File: src/rtl/serial_cla_subtractor_pkg.sv
// Shared definitions for the nibble-serial lookahead subtractor.
package sub_pkg;

    // Datapath slice width; the operand is consumed this many bits per cycle.
    localparam int NIB_W = 4;

    // Controller states.
    typedef enum logic [1:0] {
        S_IDLE = 2'd0,
        S_CALC = 2'd1,
        S_DONE = 2'd2
    } state_t;

    // Width of the nibble index counter; never narrower than one bit.
    function automatic int idx_width(input int n);
        return (n > 1) ? $clog2(n) : 1;
    endfunction

endpackage

File: src/rtl/serial_cla_subtractor_if.sv
// Operand/result handshake bundle for the serial subtractor.
interface serial_cla_subtractor_if #(
    parameter int WIDTH = 16
);
    logic             in_valid;
    logic             in_ready;
    logic [WIDTH-1:0] a;
    logic [WIDTH-1:0] b;
    logic             out_valid;
    logic             out_ready;
    logic [WIDTH-1:0] diff;
    logic             borrow;
    logic             overflow;

    // Producer of operands / consumer of results.
    modport master (
        output in_valid, a, b, out_ready,
        input  in_ready, out_valid, diff, borrow, overflow
    );

    // The subtractor itself.
    modport slave (
        input  in_valid, a, b, out_ready,
        output in_ready, out_valid, diff, borrow, overflow
    );
endinterface

File: src/rtl/serial_cla_subtractor_cla4_slice.sv
// Combinational 4-bit carry-lookahead adder slice with flattened carries.
module cla4_slice (
    input  logic [3:0] x,
    input  logic [3:0] y,
    input  logic       c_in,
    output logic [3:0] s,
    output logic       c_out
);
    logic [3:0] p;
    logic [3:0] g;
    logic [3:0] c;

    assign p = x ^ y;
    assign g = x & y;

    // Every carry is a two-level sum of products of g, p and c_in.
    assign c[0] = c_in;
    assign c[1] = g[0] | (p[0] & c_in);
    assign c[2] = g[1] | (p[1] & g[0]) | (p[1] & p[0] & c_in);
    assign c[3] = g[2] | (p[2] & g[1]) | (p[2] & p[1] & g[0])
                | (p[2] & p[1] & p[0] & c_in);
    assign c_out = g[3] | (p[3] & g[2]) | (p[3] & p[2] & g[1])
                 | (p[3] & p[2] & p[1] & g[0])
                 | (p[3] & p[2] & p[1] & p[0] & c_in);

    assign s = p ^ c;
endmodule

File: src/rtl/serial_cla_subtractor.sv
// Nibble-serial two's-complement subtractor: diff = a - b over WIDTH/4 cycles.
//
// state  | meaning
// -------+-----------------------------------------------
// S_IDLE | waiting for an operand pair (in_ready high)
// S_CALC | one nibble per clock through the lookahead slice
// S_DONE | result presented until out_ready
module serial_cla_subtractor
    import sub_pkg::*;
#(
    parameter int WIDTH = 16
) (
    input  logic                    clk,
    input  logic                    rst,
    serial_cla_subtractor_if.slave  bus
);
    localparam int N  = WIDTH / NIB_W;
    localparam int KW = idx_width(N);
    localparam int MSB = WIDTH - 1;
    localparam logic [KW-1:0] K_LAST = KW'(N - 1);

    state_t state_q, state_d;

    logic [N-1:0][NIB_W-1:0] a_q;
    logic [N-1:0][NIB_W-1:0] b_q;
    logic [N-1:0][NIB_W-1:0] diff_q;
    logic [KW-1:0]           k_q;
    logic                    carry_q;
    logic                    borrow_q;
    logic                    overflow_q;

    logic             accept;
    logic             last_nib;
    logic [NIB_W-1:0] a_nib;
    logic [NIB_W-1:0] b_inv;
    logic [NIB_W-1:0] s_nib;
    logic             c_out;

    assign a_nib = a_q[k_q];
    assign b_inv = ~b_q[k_q];

    cla4_slice u_slice (
        .x     (a_nib),
        .y     (b_inv),
        .c_in  (carry_q),
        .s     (s_nib),
        .c_out (c_out)
    );

    // State register.
    always_ff @(posedge clk) begin
        if (rst) state_q <= S_IDLE;
        else     state_q <= state_d;
    end

    // Next-state decode and datapath strobes.
    always_comb begin
        state_d  = state_q;
        accept   = 1'b0;
        last_nib = 1'b0;
        case (state_q)
            S_IDLE: begin
                if (bus.in_valid) begin
                    accept  = 1'b1;
                    state_d = S_CALC;
                end
            end
            S_CALC: begin
                if (k_q == K_LAST) begin
                    last_nib = 1'b1;
                    state_d  = S_DONE;
                end
            end
            S_DONE: begin
                if (bus.out_ready) state_d = S_IDLE;
            end
            default: state_d = S_IDLE;
        endcase
    end

    // Operand capture, nibble-serial accumulation and flag capture on the last nibble.
    always_ff @(posedge clk) begin
        if (rst) begin
            a_q        <= '0;
            b_q        <= '0;
            diff_q     <= '0;
            k_q        <= '0;
            carry_q    <= 1'b0;
            borrow_q   <= 1'b0;
            overflow_q <= 1'b0;
        end else if (accept) begin
            a_q     <= bus.a;
            b_q     <= bus.b;
            k_q     <= '0;
            carry_q <= 1'b1;
        end else if (state_q == S_CALC) begin
            diff_q[k_q] <= s_nib;
            carry_q     <= c_out;
            if (last_nib) begin
                // Flags are registered here so they hold until the next result.
                borrow_q   <= ~c_out;
                overflow_q <= (a_q[N-1][NIB_W-1] != b_q[N-1][NIB_W-1])
                           && (s_nib[NIB_W-1] != a_q[N-1][NIB_W-1]);
            end else begin
                k_q <= k_q + KW'(1);
            end
        end
    end

    // Handshake outputs come from state only; rst masks in_ready while asserted.
    assign bus.in_ready  = (state_q == S_IDLE) && !rst;
    assign bus.out_valid = (state_q == S_DONE);
    assign bus.diff      = diff_q;
    assign bus.borrow    = borrow_q;
    assign bus.overflow  = overflow_q;

    logic unused_msb;
    assign unused_msb = ^MSB;
endmodule

File: src/flat_wrapper.sv
// flat-port wrapper written by rule: the top's interface ports become plain ports
module serial_cla_subtractor_flat import sub_pkg::*;
#(
    parameter int WIDTH = 16
)
  (clk, rst, bus_in_valid, bus_a, bus_b, bus_out_ready, bus_in_ready, bus_out_valid, bus_diff, bus_borrow, bus_overflow);
  serial_cla_subtractor_if #(.WIDTH(WIDTH)) bus_i ();
  input  logic clk;
  input  logic rst;
  input wire logic [$bits(bus_i.in_valid)-1:0] bus_in_valid;
  input wire logic [$bits(bus_i.a)-1:0] bus_a;
  input wire logic [$bits(bus_i.b)-1:0] bus_b;
  input wire logic [$bits(bus_i.out_ready)-1:0] bus_out_ready;
  output wire logic [$bits(bus_i.in_ready)-1:0] bus_in_ready;
  output wire logic [$bits(bus_i.out_valid)-1:0] bus_out_valid;
  output wire logic [$bits(bus_i.diff)-1:0] bus_diff;
  output wire logic [$bits(bus_i.borrow)-1:0] bus_borrow;
  output wire logic [$bits(bus_i.overflow)-1:0] bus_overflow;
  assign bus_i.in_valid = bus_in_valid;
  assign bus_i.a = bus_a;
  assign bus_i.b = bus_b;
  assign bus_i.out_ready = bus_out_ready;
  assign bus_in_ready = bus_i.in_ready;
  assign bus_out_valid = bus_i.out_valid;
  assign bus_diff = bus_i.diff;
  assign bus_borrow = bus_i.borrow;
  assign bus_overflow = bus_i.overflow;
  serial_cla_subtractor #(.WIDTH(WIDTH)) u_core (.clk(clk), .rst(rst), .bus(bus_i));
endmodule
File: config.mk
export PLATFORM = sky130hd
export DESIGN_NAME = serial_cla_subtractor_flat
export DESIGN_NICKNAME = d
export VERILOG_FILES = /design/src/rtl/serial_cla_subtractor_pkg.sv /design/src/rtl/serial_cla_subtractor_if.sv /design/src/rtl/serial_cla_subtractor_cla4_slice.sv /design/src/rtl/serial_cla_subtractor.sv /design/src/flat_wrapper.sv
export SDC_FILE = /design/constraint.sdc
export NUM_CORES = 1
export LEC_CHECK = 0
export CAP_MARGIN = 15
export CORE_MARGIN = 5
export CORE_UTILIZATION = 50
export DETAILED_ROUTE_END_ITERATION = 8
export PLACE_DENSITY = 0.79
export SLEW_MARGIN = 10
export SYNTH_ARGS = -nofsm -noshare
export SYNTH_HDL_FRONTEND = slang
export SYNTH_HIERARCHICAL = 1
export SYNTH_SLANG_ARGS = --single-unit
File: constraint.sdc
create_clock -name clk -period 3.21 [get_ports clk]
set_clock_uncertainty 0.05 [all_clocks]
set_input_delay 0.8025 -clock clk [delete_from_list [all_inputs] [get_ports clk]]
set_output_delay 0.8025 -clock clk [all_outputs]
set_load 0.03 [all_outputs]
==> impl_metrics.json <==
{
  "status": "finished, final reports clean",
  "path_clk_slew_ns": 0.10,
  "drt_pass1_iterations": 4,
  "placedInstanceArea_um2": 3040,
  "drive_above_1_share_pct": 10.3,
  "p_seq_share_pct": 50.3,
  "finalSetupViolations": 0,
  "numCtsBuffers": 5,
  "final_nets": 364,
  "clock_path_buffers": 2,
  "overflow": 0,
  "final.period_utilization_pct": 87.0,
  "routabilityCongestion": 0.737,
  "pwr-share-clk_pct": 31.5,
  "final_util_pct": 65.9,
  "antenna_found_initial": 0,
  "syn_to_final_growth_pct": 26.4,
  "core-area_um2": 4790,
  "required_ns": 3.34,
  "start_kind": "register",
  "synthCells": 270,
  "die_y_um": 80.7,
  "peakVddDrop_mv": 0.284,
  "port_buffers": 55,
  "hold_path_class": "reg2reg",
  "power.internal_mw": 1.10,
  "grt_usage_pct": 16.3,
  "antenna_cells": 0,
  "syn_area_per_cell_um2": 9.24,
  "first_iter_violations": 111,
  "cts_setup_buffers": 0,
  "drc": 0,
  "critPathArrivalTime_ns": 2.92,
  "p_total_mw": 1.48,
  "setup_tns_ns": 0,
  "placementRows": 25,
  "critPathCaptureType": "register",
  "clock_latency_ns": 0.31,
  "hpwl_um": 3600,
  "ys_ff_latch": 55,
  "synth_edf_count": 0,
  "fmax_mhz": 358,
  "routedWlPerCell_um": 12.7,
  "cts_resized": 0,
  "via_per_inst": 5.02,
  "yosys.cell_count.top_type": "nand2_1",
  "grt_max_degree": 56,
  "synth.net_count": 316,
  "drv_slew": 0,
  "fp.dieArea_um2": 6510,
  "yosysUniqueCellTypes": 33,
  "fin_crit_ns": 2.79,
  "vias": 1939,
  "io_pins": 56,
  "ys_warn_count": 6,
  "async_flop_share_pct": 0,
  "synth_top_cell_area_share_pct": 44.1,
  "drt-total-wl_um": 4910,
  "synthTopCellsByCount": "70 x nand2_1, 55 x dfxtp_1, 39 x a21oi_1, 16 x nor2_1, 13 x mux2i_1",
  "synth_top_area_cell": "dfxtp_1",
  "start_util_pct": 52.2,
  "crit_type": "reg2reg",
  "synth_area_leaders": "dfxtp_1 44%, nand2_1 11%, a21oi_1 7.8%",
  "synth.yosys.seq_area_share_pct": 44.1,
  "crit_path_max_fanout": 8,
  "grt_pass1_vias": 1772,
  "ant_nets": 0,
  "grt_pass1_wl_um": 8190,
  "ys.flop_type": "dfxtp_1",
  "die_x_um": 80.7,
  "cts_hold_buffers": 0,
  "grt_setup_unrepaired": "false",
  "cts_max_level": 2,
  "final_area_um2": 3150,
  "cts_num_sinks": 55,
  "slew_headroom_pct": 30.2,
  "switching_share_pct": 25.6,
  "maxCapViolations": 0,
  "combPwrFrac_pct": 18.2,
  "cellLeakagePower_nw": 1.25,
  "cts_tree": "yes",
  "worst_slew_pin_slew_ns": 1.05,
  "cts_root_buffer": "clkbuf_8",
  "p_per_area_nw_per_um2": 470,
  "syn_area_um2": 2500,
  "hold_viol": 0,
  "switchingPower_mw": 0.379
}
final timing paths:
path                 start  slack (ns)             endpoint  cells past startpoint
max          u_core/k_q[0]        0.42  u_core/bus.overflow                      9
min          u_core/b_q[6]        0.41        u_core/b_q[6]                      2
max reg2reg  u_core/k_q[0]        0.42  u_core/bus.overflow                      9
min reg2reg  u_core/b_q[6]        0.41        u_core/b_q[6]                      2
power groups by stage:
stage / Combinational [mW] / Sequential, mW / Clock, mW
after floorplan: 0.171 / 0.768 / 0
after global placement: 0.264 / 0.761 / 0
after detailed placement: 0.271 / 0.762 / 0
after CTS: 0.272 / 0.746 / 0.477
after global routing: 0.297 / 0.752 / 0.514
final: 0.270 / 0.745 / 0.468
critical path, stage by stage (launching register included):
cell and delay, ns:
dfxtp_1 0.60, mux4_2 0.55, inv_1 0.09, ha_1 0.23, a21o_1 0.19, a31o_1 0.24
xor2_1 0.35, nor2_1 0.10, a21oi_1 0.16, a211oi_1 0.09
cell families (layout without fill, tap and decap cells):
family,count (synthesis),after routing,synth area share [%]
flip-flops,55,55,44.1
multiplexers,21,21,12.4
XOR/XNOR,4,4,1.40
AO/OA/AOI/OAI,47,47,10.4
adder cells (fa/ha/maj),10,10,5.31
AND/OR/NAND/NOR,105,105,20.1
buffers and inverters,28,77,6.27
layer usage:
metal	GRT usage, %	up-vias	share of wire [%]
met5	0	-	0
met4	5.41	0	1.3
met3	4.15	5	5.7
met2	27.2	51	48
met1	20.3	888	45
li1	-	995	-
stage by stage:
stage / hold slack [ns] / setup slack (ns) / cells
global route: 0.424 / 0.194 / 386
global placement: 0.392 / 0.480 / 378
floorplan: 0.383 / 0.610 / 270
CTS: 0.410 / 0.409 / 386
detailed placement: 0.397 / 0.405 / 378
finish: 0.410 / 0.418 / 386
sequential cells by signal, summed over array words and instances (netlist names):
| register | cells |
|---|---|
| u_core/bus.borrow | 1 |
| u_core/b_q | 16 |
| u_core/carry_q | 1 |
| u_core/bus.overflow | 1 |
| u_core/state_q | 2 |
| u_core/a_q | 16 |
| u_core/bus.diff | 16 |
| u_core/k_q | 2 |
placed cells by master (no fill, tap or decap):
master / instances
nand2_1: 70
dfxtp_1: 55
clkdlybuf4s50_1: 54
a21oi_1: 39
nor2_1: 16
mux2i_1: 13
inv_1: 10
ha_1: 9
mux4_2: 8
clkbuf_8: 6
buf_4: 4
nand3b_1: 3
nand3b_2: 3
xnor2_1: 3
a21o_1: 3
nor3_1: 2
nor3b_4: 2
nor3_2: 2
a211oi_1: 2
nand2_2: 2
bufinv_16: 1
clkinv_2: 1
buf_2: 1
and2b_2: 1
or3b_1: 1
nand2b_1: 1
and3b_2: 1
o21ba_2: 1
nor3b_1: 1
a2111oi_0: 1
a31o_1: 1
xor2_1: 1
fa_1: 1
layout make-up:
cell class / count / area [µm²]
fill: 416 / 1630
multi-input combinational: 187 / 1240
clock inverter: 2 / 35.0
sequential: 55 / 1100
clock buffer: 6 / 82.6
tap: 67 / 83.8
timing repair buffer: 59 / 576
inverter: 10 / 37.5
(Power assumes the default switching activity.)
